`src/rtl/adc_pkg.sv`:
```
// Shared widths and the result record carried through the averager output FIFO.
package adc_pkg;
  localparam int ADC_DATA_W = 12;
  localparam int ADC_CH_W   = 5;

  typedef struct packed {
    logic [ADC_CH_W-1:0]   channel;
    logic [ADC_DATA_W-1:0] data;
  } adc_result_t;
endpackage

```
`src/rtl/adc_avg_fifo.sv`:
```
// Show-ahead synchronous FIFO; the head output keeps the last popped word while empty.
module adc_avg_fifo #(
  parameter int WIDTH = 17,
  parameter int DEPTH = 8,
  localparam int AW = $clog2(DEPTH)
) (
  input  logic             clk,
  input  logic             rst_n,
  input  logic             clear,
  input  logic             push,
  input  logic [WIDTH-1:0] push_data,
  input  logic             pop,
  output logic [WIDTH-1:0] head,
  output logic             full,
  output logic             empty,
  output logic [AW:0]      level
);
  logic [WIDTH-1:0] mem [DEPTH];
  logic [AW-1:0]    rd_ptr_reg;
  logic [AW-1:0]    wr_ptr_reg;
  logic [AW:0]      level_reg;
  logic [WIDTH-1:0] last_reg;
  logic             do_push;
  logic             do_pop;

  assign empty   = (level_reg == '0);
  assign full    = (level_reg == (AW+1)'(DEPTH));
  assign level   = level_reg;
  assign do_pop  = pop & ~empty;
  // A full FIFO still accepts a push when the head leaves in the same cycle.
  assign do_push = push & (~full | do_pop);
  assign head    = empty ? last_reg : mem[rd_ptr_reg];

  always_ff @(posedge clk) begin
    if (do_push) mem[wr_ptr_reg] <= push_data;
  end

  always_ff @(posedge clk or negedge rst_n) begin
    if (!rst_n) begin
      rd_ptr_reg <= '0;
      wr_ptr_reg <= '0;
      level_reg  <= '0;
      last_reg   <= '0;
    end else if (clear) begin
      rd_ptr_reg <= '0;
      wr_ptr_reg <= '0;
      level_reg  <= '0;
      last_reg   <= '0;
    end else begin
      if (do_push) wr_ptr_reg <= wr_ptr_reg + AW'(1);
      if (do_pop) begin
        rd_ptr_reg <= rd_ptr_reg + AW'(1);
        last_reg   <= mem[rd_ptr_reg];
      end
      case ({do_push, do_pop})
        2'b10:   level_reg <= level_reg + (AW+1)'(1);
        2'b01:   level_reg <= level_reg - (AW+1)'(1);
        default: level_reg <= level_reg;
      endcase
    end
  end
endmodule

```
`src/rtl/adc_resp_averager.sv`:
```
// Per-channel block averager for the ADC response stream, with a buffered valid/ready output.
module adc_resp_averager
  import adc_pkg::*;
#(
  parameter int NUM_CH     = 9,
  parameter int LOG2_AVG   = 2,
  parameter int FIFO_DEPTH = 8,
  localparam int LVL_W = $clog2(FIFO_DEPTH) + 1
) (
  input  logic                  clock_clk,
  input  logic                  reset_sink_reset_n,
  input  logic                  resp_valid,
  input  logic [ADC_CH_W-1:0]   resp_channel,
  input  logic [ADC_DATA_W-1:0] resp_data,
  input  logic                  resp_startofpacket,
  input  logic                  resp_endofpacket,
  input  logic                  clear,
  output logic                  out_valid,
  input  logic                  out_ready,
  output logic [ADC_CH_W-1:0]   out_channel,
  output logic [ADC_DATA_W-1:0] out_data,
  output logic                  overflow,
  output logic                  bad_channel,
  output logic [LVL_W-1:0]      fifo_level
);
  localparam int SUM_W = ADC_DATA_W + LOG2_AVG;
  localparam int CNT_W = (LOG2_AVG > 0) ? LOG2_AVG : 1;
  localparam logic [CNT_W-1:0] CNT_MAX = CNT_W'((1 << LOG2_AVG) - 1);
  localparam logic [SUM_W-1:0] ROUND   = (LOG2_AVG > 0) ? SUM_W'(1 << (LOG2_AVG - 1)) : '0;

  logic [NUM_CH*SUM_W-1:0] sum_flat;
  logic [NUM_CH*CNT_W-1:0] cnt_flat;
  logic [SUM_W-1:0]        sel_sum;
  logic [CNT_W-1:0]        sel_cnt;
  logic [SUM_W-1:0]        sum_next;
  logic [SUM_W-1:0]        total;
  logic                    in_range;
  logic                    accept;
  logic                    is_final;
  logic                    push;
  logic                    pop;
  logic                    fifo_full;
  logic                    fifo_empty;
  logic                    overflow_reg;
  logic                    bad_channel_reg;
  adc_result_t             push_result;
  adc_result_t             head_result;
  logic                    unused_sop_eop;

  assign unused_sop_eop = resp_startofpacket ^ resp_endofpacket;

  assign in_range = ({1'b0, resp_channel} < (ADC_CH_W+1)'(NUM_CH));
  assign accept   = resp_valid & in_range & ~clear;

  always_comb begin
    sel_sum = '0;
    sel_cnt = '0;
    for (int i = 0; i < NUM_CH; i++) begin
      if (resp_channel == ADC_CH_W'(i)) begin
        sel_sum = sum_flat[i*SUM_W +: SUM_W];
        sel_cnt = cnt_flat[i*CNT_W +: CNT_W];
      end
    end
  end

  // With LOG2_AVG=0 there is no counter: every sample closes a block.
  assign is_final = (LOG2_AVG == 0) || (sel_cnt == CNT_MAX);
  assign sum_next = sel_sum + SUM_W'(resp_data);
  // The full-block total plus rounding always fits SUM_W bits, so no carry-out is lost.
  assign total    = sum_next + ROUND;

  assign push_result.channel = resp_channel;
  assign push_result.data    = ADC_DATA_W'(total >> LOG2_AVG);

  genvar gi;
  generate
    for (gi = 0; gi < NUM_CH; gi++) begin : g_ch
      logic [SUM_W-1:0] sum_reg;
      logic [CNT_W-1:0] cnt_reg;
      logic             hit;

      assign hit = accept && (resp_channel == ADC_CH_W'(gi));
      assign sum_flat[gi*SUM_W +: SUM_W] = sum_reg;
      assign cnt_flat[gi*CNT_W +: CNT_W] = cnt_reg;

      always_ff @(posedge clock_clk or negedge reset_sink_reset_n) begin
        if (!reset_sink_reset_n) begin
          sum_reg <= '0;
          cnt_reg <= '0;
        end else if (clear) begin
          sum_reg <= '0;
          cnt_reg <= '0;
        end else if (hit) begin
          if (is_final) begin
            sum_reg <= '0;
            cnt_reg <= '0;
          end else begin
            sum_reg <= sum_next;
            cnt_reg <= cnt_reg + CNT_W'(1);
          end
        end
      end
    end
  endgenerate

  assign push = accept & is_final;
  assign pop  = out_valid & out_ready & ~clear;

  adc_avg_fifo #(
    .WIDTH ($bits(adc_result_t)),
    .DEPTH (FIFO_DEPTH)
  ) u_fifo (
    .clk       (clock_clk),
    .rst_n     (reset_sink_reset_n),
    .clear     (clear),
    .push      (push),
    .push_data (push_result),
    .pop       (pop),
    .head      (head_result),
    .full      (fifo_full),
    .empty     (fifo_empty),
    .level     (fifo_level)
  );

  always_ff @(posedge clock_clk or negedge reset_sink_reset_n) begin
    if (!reset_sink_reset_n) begin
      overflow_reg    <= 1'b0;
      bad_channel_reg <= 1'b0;
    end else if (clear) begin
      overflow_reg    <= 1'b0;
      bad_channel_reg <= 1'b0;
    end else begin
      if (push && fifo_full && !pop) overflow_reg <= 1'b1;
      if (resp_valid && !in_range)   bad_channel_reg <= 1'b1;
    end
  end

  assign out_valid   = ~fifo_empty;
  assign out_channel = head_result.channel;
  assign out_data    = head_result.data;
  assign overflow    = overflow_reg;
  assign bad_channel = bad_channel_reg;
endmodule
```
`config.mk`:
```
export PLATFORM = sky130hd
export DESIGN_NAME = adc_resp_averager
export DESIGN_NICKNAME = d
export VERILOG_FILES = /design/src/rtl/adc_pkg.sv /design/src/rtl/adc_avg_fifo.sv /design/src/rtl/adc_resp_averager.sv
export SDC_FILE = /design/constraint.sdc
export NUM_CORES = 1
export LEC_CHECK = 0
export ABC_AREA = 1
export CAP_MARGIN = 20
export CORE_AREA = 2 2 203 205
export CTS_CLUSTER_SIZE = 24
export DETAILED_ROUTE_END_ITERATION = 10
export DIE_AREA = 0 0 205 207
export PLACE_DENSITY_LB_ADDON = 0.15
export SETUP_SLACK_MARGIN = 0.4
export SLEW_MARGIN = 20
export SYNTH_ARGS = -nofsm -noshare
export SYNTH_HDL_FRONTEND = slang
export SYNTH_SLANG_ARGS = --single-unit
```
`constraint.sdc`:
```
create_clock -name clock_clk -period 4.45 [get_ports clock_clk]
set_input_delay 0.445 -clock clock_clk [delete_from_list [all_inputs] [get_ports clock_clk]]
set_output_delay 0.445 -clock clock_clk [all_outputs]
set_load 0.005 [all_outputs]
```
==> metrics.cfg, run 1 <==
[run_status]
outcome = finished clean

[timing]
maxSlewHeadroom = 0.361
min_period_ns = 3.78
whs_ns = 0.449
worstMarginPinSlew_ns = 0.958
finalCritPeriodShare = 0.849
setup_tns_ns = 0
final_max_slew_viol_count = 0
hold_violations = 0
fmax_ghz = 0.265
setup_viol = 0
rsz0062_at_grt = yes
finalClockSkew_ns = 0.0311

[setup_path]
rrSetupSlack_ns = 1.17
worstPathRequired_ns = 4.72
crit_path_start = resp_channel[0]
crit_type = input port to register
critical_path_arrival_ns = 4.05
rr_endpoint = u_fifo.mem[6][8]
endpoint = u_fifo.mem[0][10]
r2r_cells = 21
setup.worst_path.start_class = input port
crit_fanout = 11
timing.rr.start = g_ch[1].sum_reg[2]
endpoint_kind = register

[global_route]
grt_use_total = 0.187
grt_pass1_vias = 10400
grt_pass1_wl_um = 61100
antenna_found_initial = 0
grt_max_degree = 103
grt_remaining_overflow = 0

[floorplan]
io_pins = 48
core_area_sq_mm = 0.0404
dieHeight_um = 207
start_util = 0.347
die_x_um = 205
rows = 74
die_area_sq_mm = 0.0424

[placement]
placedCellCount = 2094
finalWeightedCongestion = 0.771
place_hpwl_um = 25800
portBuffers = 45

[logic_synthesis]
synth.ff_latch_count = 309
avgSynthCellArea_sq_um = 9.66
syn_nets = 1492
synth_compound_area_frac = 0.134
synthAdderAreaFrac = 0.0181
syn-cell-area_sq_mm = 0.0140
synthArstFlopShare = 0.560
synth_cell_types = 41
ys.warnings.count = 0
syn_inst = 1449
synthMuxAreaShare = 0.0122
synth-simple-area-share = 0.174
synth_xor_area_frac = 0.0192
seq_area_frac_synth = 0.601
synth_edf_count = 136
synthFlopType = dfrtp_1
synth_top_family_by_area = simple AND/OR/NAND/NOR gates

[clock_network]
clk_root_buffer_cell = clkbuf_16
clk-insertion-delay-late_ns = 0.54
clockBufferDepth = 3
cts_num_sinks = 309
cts_buffers = 36
htree_levels = 2
cts_tree = yes
clk_pin_slew_ns = 0.06

[pwr]
leakagePower_uw = 0.00731
ir_worst_vdd_mv = 0.280
total_power_uw = 6900
powerDensity_mw_per_mm2 = 394

[route]
first_pass_iters = 5
viasPerCell = 4.96
drtAntennaViolNets = 0
wl_per_cell_um = 18.0
routed-via-count = 10800
routed_wl_um = 39100
drt_iter0_markers = 753
drcViolationCount = 0

[flow_run]
cap_violations = 0

[finish]
antennaDiodeCount = 0
layout.cells.non_filler = 2168
drive_gt1_frac = 0.190
fin_nets = 1655
final_common_cell = nand2_1
area_growth_syn_to_layout_pct = 25.1
final_cell_mix = 337 x nand2_1, 171 x dfrtp_1, 154 x o21ai_0
largest_reg_flops = 136

[min_path]
hold_depth = 2
hold_path_class = input port to register

-- where the power goes --
group / internal [uW] / total [uW] / switching, uW
combinational: 308 / 804 / 496
clock: 1620 / 2820 / 1200
sequential: 3200 / 3280 / 80.3
total: 5130 / 6900 / 1770
-- metal layers --
metal / share of wire / wire (um) / GRT usage
met3: 0.037 / 1450 / 0.0250
met2: 0.47 / 18500 / 0.300
met1: 0.48 / 18600 / 0.268
met5: 0 / 0 / 0
met4: 0.015 / 573 / 0.0444
-- kinds of logic (layout without fill, tap and decap cells) --
group / Yosys count / count (layout)
adder cells (fa/ha/maj): 19 / 19
buffers and inverters: 148 / 335
flip-flops: 309 / 309
XOR/XNOR: 29 / 29
AND/OR/NAND/NOR: 587 / 587
multiplexers: 17 / 17
AO/OA/AOI/OAI: 340 / 340
-- cell usage after synthesis, types with 2 or more instances --
library cell	instances	area [sq um]
clkinv_1	2	7.51
nand2_1	341	1280
nand2_2	13	81.3
a21o_1	2	15.0
o21ai_1	83	415
o31ai_1	2	15.0
dfrtp_1	173	4330
nand3_1	68	340
fa_1	2	40.0
o32ai_1	17	149
inv_2	11	41.3
buf_2	13	65.1
o21bai_1	2	15.0
mux2i_1	17	170
or2_2	2	12.5
nor3_1	11	55.1
o22ai_1	3	18.8
xnor2_1	10	87.6
a31oi_1	2	12.5
nor2_1	122	458
edfxtp_1	136	4080
o21ai_0	157	786
ha_1	17	213
inv_1	61	229
a21oi_1	48	240
nor2_2	8	50.1
xor2_1	17	149
clkbuf_1	57	214
a221oi_1	3	26.3
buf_1	3	11.3
nor2_4	4	45.0
nand4_1	17	106
o221ai_1	17	149
-- per-stage QoR --
stage                     worst slack (ns)  instance area (sq um)  utilization
after floorplan                      0.539                  14000            -
after global placement              -0.376                  16000        0.398
after detailed placement            -0.450                  16000        0.398
after CTS                            0.409                  17300        0.429
after global routing                 0.373                  17500        0.434
final                                0.671                  17500        0.434
-- layout make-up --
class,instances,area [sq um]
inverters,74,278
repair buffers,199,1740
well taps,532,666
fillers,3961,22800
clock inverters,18,150
multi-input cells,992,5300
clock buffers,44,971
flip-flops and latches,309,8420
-- how the worst min path moves through the flow --
stage / from / endpoint
after floorplan: reset_sink_reset_n / bad_channel
after global placement: g_ch[2].sum_reg[13] / g_ch[2].sum_reg[13]
after detailed placement: g_ch[2].sum_reg[13] / g_ch[2].sum_reg[13]
after CTS: g_ch[2].sum_reg[13] / g_ch[2].sum_reg[13]
after global routing: resp_channel[3] / u_fifo.mem[1][15]
final: resp_channel[2] / u_fifo.mem[7][14]
-- worst max-delay path, stage by stage --
cell             delay, ns
clkdlybuf4s50_1       0.42
buf_6                 0.14
nor2_2                0.13
nand3_2               0.10
buf_12                0.17
buf_4                 0.15
or2_2                 0.26
a22oi_1               0.17
nand4_1               0.10
o21ai_0               0.10
a21oi_1               0.11
ha_1                  0.32
inv_1                 0.10
o21bai_1              0.10
a21oi_2               0.14
nand3_2               0.18
xor2_4                0.25
inv_2                 0.10
nor2_1                0.10
nand4_1               0.12
xor2_1                0.15
buf_4                 0.18
-- what timing repair did --
action / CTS / global route
setup buffers: 4 / 7
hold buffers: 1 / 0
endpoints found under the setup margin: 72 / 99
gates resized for setup: 15 / 45
hold endpoints to repair: 71 / 0
pin swaps: 2 / 17
(Power assumes the default switching activity.)
==> run 2: changes to the inputs <==
==> constraint.sdc (replaced) <==
create_clock -name clock_clk -period 3.1 [get_ports clock_clk]
set_input_delay 0.31 -clock clock_clk [delete_from_list [all_inputs] [get_ports clock_clk]]
set_output_delay 0.31 -clock clock_clk [all_outputs]
set_load 0.005 [all_outputs]
==> metrics.cfg, run 2 (synthesis results as in run 1) <==
[timing]
rsz0062_at_grt = yes
finalClockSkew_ns = 0.0231  ; -0.00794 ns
maxSlewHeadroom = 0.618  ; +0.258
fmax_ghz = 0.296
hold_violations = 0  ; unchanged
min_period_ns = 3.38
worstMarginPinSlew_ns = 0.572  ; -0.386 ns
setup_tns_ns = -11.11  ; -11.11 ns
final_max_slew_viol_count = 0  ; unchanged
setup_viol = 72  ; +72
finalCritPeriodShare = 1.09
fin_ws_ns = -0.280  ; -0.951 ns

[finish]
fillers = 3623  ; -8.5%
final_common_cell = nand2_1
fin_nets = 1768  ; +6.8%
drive_gt1_frac = 0.365  ; +0.175
design_area_sq_mm = 0.0205  ; +17%
area_growth_syn_to_layout_pct = 46.6
final_cell_mix = 296 x nand2_1, 170 x dfrtp_1, 155 x buf_4
largest_reg_flops = 136  ; unchanged
layout.cells.non_filler = 2281  ; +5.2%
antennaDiodeCount = 0  ; unchanged

[flow_run]
cap_violations = 0  ; unchanged

[floorplan]
start_util = 0.347  ; unchanged
io_pins = 48  ; unchanged
core_area_sq_mm = 0.0404  ; unchanged
die_x_um = 205  ; unchanged
rows = 74  ; unchanged
die_area_sq_mm = 0.0424  ; unchanged
dieHeight_um = 207  ; unchanged

[clock_network]
clk_root_buffer_cell = clkbuf_16
clk-insertion-delay-late_ns = 0.53  ; about the same
cts_tree = yes
cts_buffers = 36  ; unchanged
cts_num_sinks = 309  ; unchanged
clk_pin_slew_ns = 0.06  ; about the same
htree_levels = 2  ; unchanged
clockBufferDepth = 3  ; unchanged

[run_status]
outcome = finished with violations
violations = negative setup slack

[placement]
place_hpwl_um = 26800  ; +3.5%
finalWeightedCongestion = 0.829  ; +7.5%
post-place-ws_ns = -1.34  ; -0.890 ns
portBuffers = 45  ; unchanged
place_area_sq_mm = 0.0166  ; +3.7%
placedCellCount = 2115  ; +1.0%

[setup_path]
critical_path_arrival_ns = 3.64  ; -0.41 ns
crit_fanout = 8  ; -3
endpoint_kind = register
worstPathRequired_ns = 3.36  ; -1.36 ns
crit_type = register to register
setup.worst_path.start_class = register

[route]
drt_iter0_markers = 822  ; +9.2%
routed_wl_um = 45200  ; +16%
first_pass_iters = 6  ; +1
wl_per_cell_um = 19.8  ; +9.9%
drcViolationCount = 0  ; unchanged
routed-via-count = 11700  ; +8.7%
drtAntennaViolNets = 0  ; unchanged
viasPerCell = 5.13  ; +3.4%

[global_route]
grt_pass1_wl_um = 68900  ; +13%
grt_pass1_vias = 11700  ; +13%
grt_remaining_overflow = 0  ; unchanged
grt_max_degree = 68  ; -34%
grt_use_total = 0.212  ; +0.0251
antenna_found_initial = 0  ; unchanged

[pwr]
ir_worst_vdd_mv = 0.484  ; +73%
leakagePower_uw = 0.00854  ; +17%
powerDensity_mw_per_mm2 = 518  ; +32%

[min_path]
hold_path_class = input port to register

## run 2: worst max-delay path: stages (launching register included)
cell and delay (ns):
dfrtp_1 0.42, nand2_4 0.07, nand2_2 0.04, a221oi_2 0.17, nand4_1 0.21, o21ai_1 0.13, a21oi_1 0.09, ha_1 0.34
a21o_1 0.24, a21oi_2 0.17, nand2_2 0.09, xor2_2 0.18, buf_4 0.14, nand2_2 0.06, nor3_4 0.15, buf_4 0.14
nand4_1 0.20, xor2_4 0.27
## run 2: layout make-up
cell class | instances | area [sq um] | area share
multi-input combinational | 998 | 6760 | 0.329
sequential | 309 | 8420 | 0.410
tap | 532 | 666 | 0.0324
clock buffer | 46 | 1020 | 0.0497
inverter | 74 | 322 | 0.0157
clock inverter | 16 | 105 | 0.00512
timing repair buffer | 306 | 3240 | 0.158
## run 2: stage by stage
step	hold slack, ns	util	total power [uW]
after floorplan	0.0144	-	5340
after global placement	0.327	0.412	5940
after detailed placement	0.329	0.412	5950
after CTS	0.220	0.482	10400
after global routing	0.214	0.509	11100
final	0.241	0.509	10600
## run 2: timing repair
action                                  CTS  global route
endpoints found under the setup margin  373           360
gates cloned                             11             3
hold buffers                              1             0
endpoints found under the hold margin    53             0
buffers inserted                         61            28
pin swaps                               107            93
gates resized for setup                 313           182
## run 2: power breakdown
group / total [uW] / leakage, uW / internal (uW) / switching, uW
registers: 4720 / 0.00353 / 4590 / 130
clock network: 4080 / 0.000548 / 2400 / 1680
logic: 1840 / 0.00445 / 814 / 1030
## run 2: path summary, 6_finish.rpt
kind                                          start                   to  slack, ns  cells after the start
min in group asynchronous        reset_sink_reset_n  g_ch[0].sum_reg[11]       0.30                      2
worst min-delay path                resp_channel[0]    u_fifo.mem[2][12]       0.24                      3
worst min register to register  g_ch[6].sum_reg[12]  g_ch[6].sum_reg[12]       0.48                      2
worst max register to register   g_ch[1].sum_reg[4]    u_fifo.mem[3][10]      -0.28                     17
max in group asynchronous        reset_sink_reset_n   g_ch[8].sum_reg[1]       2.00                      3
worst max-delay path             g_ch[1].sum_reg[4]    u_fifo.mem[3][10]      -0.28                     17
## run 2: metal layers
layer  vias to the layer above  track usage  share of wire
met1                      5796        0.289           0.44
met5                         -            0              0
met2                       246        0.346           0.48
li1                       5578            -              -
met3                        71       0.0349          0.049
met4                         0       0.0660          0.028
==> run 3: changes to the inputs <==
--- a/config.mk
+++ b/config.mk
@@ -7,13 +7,14 @@
 export LEC_CHECK = 0
 export ABC_AREA = 1
 export CAP_MARGIN = 20
-export CORE_AREA = 2 2 203 205
+export CORE_AREA = 2 2 210 212
 export CTS_CLUSTER_SIZE = 24
 export DETAILED_ROUTE_END_ITERATION = 10
-export DIE_AREA = 0 0 205 207
+export DIE_AREA = 0 0 212 214
 export PLACE_DENSITY_LB_ADDON = 0.15
 export SETUP_SLACK_MARGIN = 0.4
-export SLEW_MARGIN = 20
+export SLEW_MARGIN = 15
 export SYNTH_ARGS = -nofsm -noshare
 export SYNTH_HDL_FRONTEND = slang
+export SYNTH_HIERARCHICAL = 1
 export SYNTH_SLANG_ARGS = --single-unit
==> metrics.cfg, run 3 <==
[pwr]
clkPwrFrac = 0.389  ; +0.006
seq_power_share = 0.438  ; -0.005
netSwitchingFraction = 0.274  ; +0.00689
powerDensity_mw_per_mm2 = 501  ; -3.4%
leakagePower_uw = 0.00986  ; +16%
ir_worst_vdd_mv = 0.340  ; -30%
switchingPower_uw = 2950  ; +3.9%
combPwrFrac = 0.173  ; about the same
total_power_uw = 10800  ; +1.3%
internal-power_uw = 7820  ; +0.31%

[flow_run]
cap_violations = 0  ; unchanged

[logic_synthesis]
seq_area_frac_synth = 0.566  ; -0.0349
syn_inst = 1739  ; +20%
synth.most_common_cell = nand2_1
synth_area_leader_cell = dfrtp_1
synth.ff_latch_count = 309  ; unchanged
syn-cell-area_sq_mm = 0.0149  ; +6.2%
synth_top_area_share = 0.291  ; -0.0180
synth_cell_types = 41  ; unchanged
avgSynthCellArea_sq_um = 8.55  ; -12%
synth.top_cells.by_count = 620 x nand2_1, 208 x nor2_1, 173 x dfrtp_1
ys.warnings.count = 6  ; +6
synth.area.top_cells = dfrtp_1 29%, edfxtp_1 27%, nand2_1 16%, nand3_1 5.6%, nor2_1 5.3%
synthArstFlopShare = 0.560  ; unchanged
syn_nets = 1783  ; +20%
synthFlopType = dfrtp_1
synth_edf_count = 136  ; unchanged

[setup_path]
rr_endpoint = u_fifo/mem[0][10]
rrSetupSlack_ns = -0.22  ; +0.06 ns
endpoint = u_fifo/mem[0][10]
critPathSlowestCell = ha_4
slowest_delay_ns = 0.25  ; -0.17 ns
timing.rr.start = g_ch[1].sum_reg[5]
r2r_cells = 18  ; +1
worstPathRequired_ns = 3.40  ; +0.04 ns
crit_fanout = 8  ; unchanged
path_common_cell = buf_6
crit_path_start = resp_channel[2]
setup.worst_path.start_class = input port
crit_type = input port to register
critical_path_arrival_ns = 3.69  ; +0.05 ns
endpoint_kind = register

[clock_network]
clockBufferDepth = 3  ; unchanged
cts_tree = yes
cts_buffers = 36  ; unchanged
cts_num_sinks = 309  ; unchanged
clk_pin_slew_ns = 0.06  ; about the same
clk-insertion-delay-late_ns = 0.55  ; +0.02 ns
clk_root_buffer_cell = clkbuf_16
htree_levels = 2  ; unchanged

[timing]
fmax_ghz = 0.295  ; -0.31%
setup_tns_ns = -13.96  ; -2.85 ns
worstMarginPinSlew_ns = 0.742  ; +0.169 ns
maxSlewHeadroom = 0.501  ; -0.117
rsz0062_at_grt = yes
finalClockSkew_ns = 0.0195  ; -0.00363 ns
final_max_slew_viol_count = 0  ; unchanged
finalCritPeriodShare = 1.09  ; +0.00340
hold_violations = 0  ; unchanged
setup_viol = 80  ; +11%
min_period_ns = 3.39  ; +0.0106 ns
fin_ws_ns = -0.291  ; -0.0106 ns

[floorplan]
die_x_um = 212  ; +3.4%
dieHeight_um = 214  ; +3.4%
io_pins = 48  ; unchanged
die_area_sq_mm = 0.0454  ; +6.9%
start_util = 0.347  ; about the same
core_area_sq_mm = 0.0429  ; +6.2%
rows = 76  ; +2.7%

[route]
drcViolationCount = 0  ; unchanged
drtAntennaViolNets = 0  ; unchanged
routed-via-count = 12800  ; +9.8%
drt_iter0_markers = 970  ; +18%
viasPerCell = 4.88  ; -4.9%
wl_per_cell_um = 18.5  ; -6.8%
first_pass_iters = 5  ; -1
routed_wl_um = 48700  ; +7.6%

[run_status]
violations = negative setup slack
outcome = finished with violations

[global_route]
grt_max_degree = 70  ; +2.9%
grt_pass1_vias = 12500  ; +6.9%
grt_pass1_wl_um = 72500  ; +5.1%
antenna_found_initial = 0  ; unchanged
grt_use_total = 0.208  ; -0.00453
grt_remaining_overflow = 0  ; unchanged

[finish]
area_growth_syn_to_layout_pct = 44.8
final_cell_mix = 558 x nand2_1, 171 x dfrtp_1, 156 x nor2_1
drive_gt1_frac = 0.317  ; -0.0482
final-seq-area_sq_mm = 0.00842  ; about the same
fillers = 3925  ; +8.3%
final_common_cell = nand2_1
largest_reg_flops = 136  ; unchanged
multi_input_area_sq_mm = 0.00736  ; +8.8%
fin_nets = 2064  ; +17%
antennaDiodeCount = 0  ; unchanged

[placement]
finalWeightedCongestion = 0.868  ; +4.7%
portBuffers = 45  ; unchanged
place_hpwl_um = 30900  ; +15%

[min_path]
hold_depth = 3  ; unchanged
hold_path_class = input port to register

-- run 3: critical path, delay by kind of cell --
| kind | cells | cell delay, ns |
|---|---|---|
| buf+inv | 8 | 0.93 |
| xor+xnor | 2 | 0.40 |
| simple gates | 11 | 1.11 |
| fa+ha+maj | 1 | 0.25 |
| compound gates | 6 | 0.68 |
-- run 3: per-layer routing --
metal	track usage	share of wire	up-vias
met2	0.337	0.48	302
met4	0.0648	0.028	0
met3	0.0273	0.046	74
li1	-	-	6265
met5	0	0	-
met1	0.288	0.45	6193
-- run 3: worst min path at each step --
stage	start	slack, ns	endpoint
finish	resp_channel[2]	0.18	u_fifo/mem[6][14]
global route	resp_channel[2]	0.17	u_fifo/mem[6][14]
global placement	reset_sink_reset_n	0.37	u_fifo/last_reg[0]
CTS	resp_channel[2]	0.18	u_fifo/mem[6][14]
detailed placement	reset_sink_reset_n	0.37	u_fifo/last_reg[0]
floorplan	reset_sink_reset_n	0.01	bad_channel
-- run 3: power groups by stage --
stage / sequential, uW / combinational [uW] / clock, uW
6_report: 4720 / 1870 / 4190
3_3_place_gp: 4780 / 1340 / 0
3_5_place_dp: 4780 / 1350 / 0
2_1_floorplan: 4740 / 710 / 0
4_1_cts: 4710 / 1600 / 4290
5_1_grt: 4740 / 2010 / 4460
-- run 3: cell type report --
class	instances	area share
repair buffers	320	0.161
multi-input cells	1264	0.342
repair inverters	1	0.000407
well taps	585	0.0340
inverters	88	0.0184
clock buffers	48	0.0449
flip-flops and latches	309	0.391
clock inverters	17	0.00820
-- run 3: cell families after synthesis --
group,after synthesis,synth area share
compound gates,187,0.0673
fa+ha+maj,20,0.0178
buf+inv,166,0.0497
simple gates,1031,0.283
xor+xnor,26,0.0163
flops,309,0.566
-- run 3: metrics by stage --
step,setup slack [ns],hold slack (ns),std cells,instance area (sq um),utilization
after floorplan,-0.263,0.0144,1739,15400,-
after global placement,-1.38,0.371,2484,17800,0.416
after detailed placement,-1.39,0.370,2484,17800,0.416
after CTS,-0.205,0.181,2589,20200,0.470
after global routing,-0.463,0.167,2632,21500,0.502
final,-0.291,0.179,2632,21500,0.502
-- run 3: timing repair --
action / 4_1_cts / 5_1_grt
gates cloned: 3 / 9
pin swaps: 98 / 117
hold buffers: 1 / 0
gates resized for setup: 233 / 222
setup endpoints to repair: 370 / 336
hold endpoints to repair: 64 / 0
setup buffers: 36 / 34
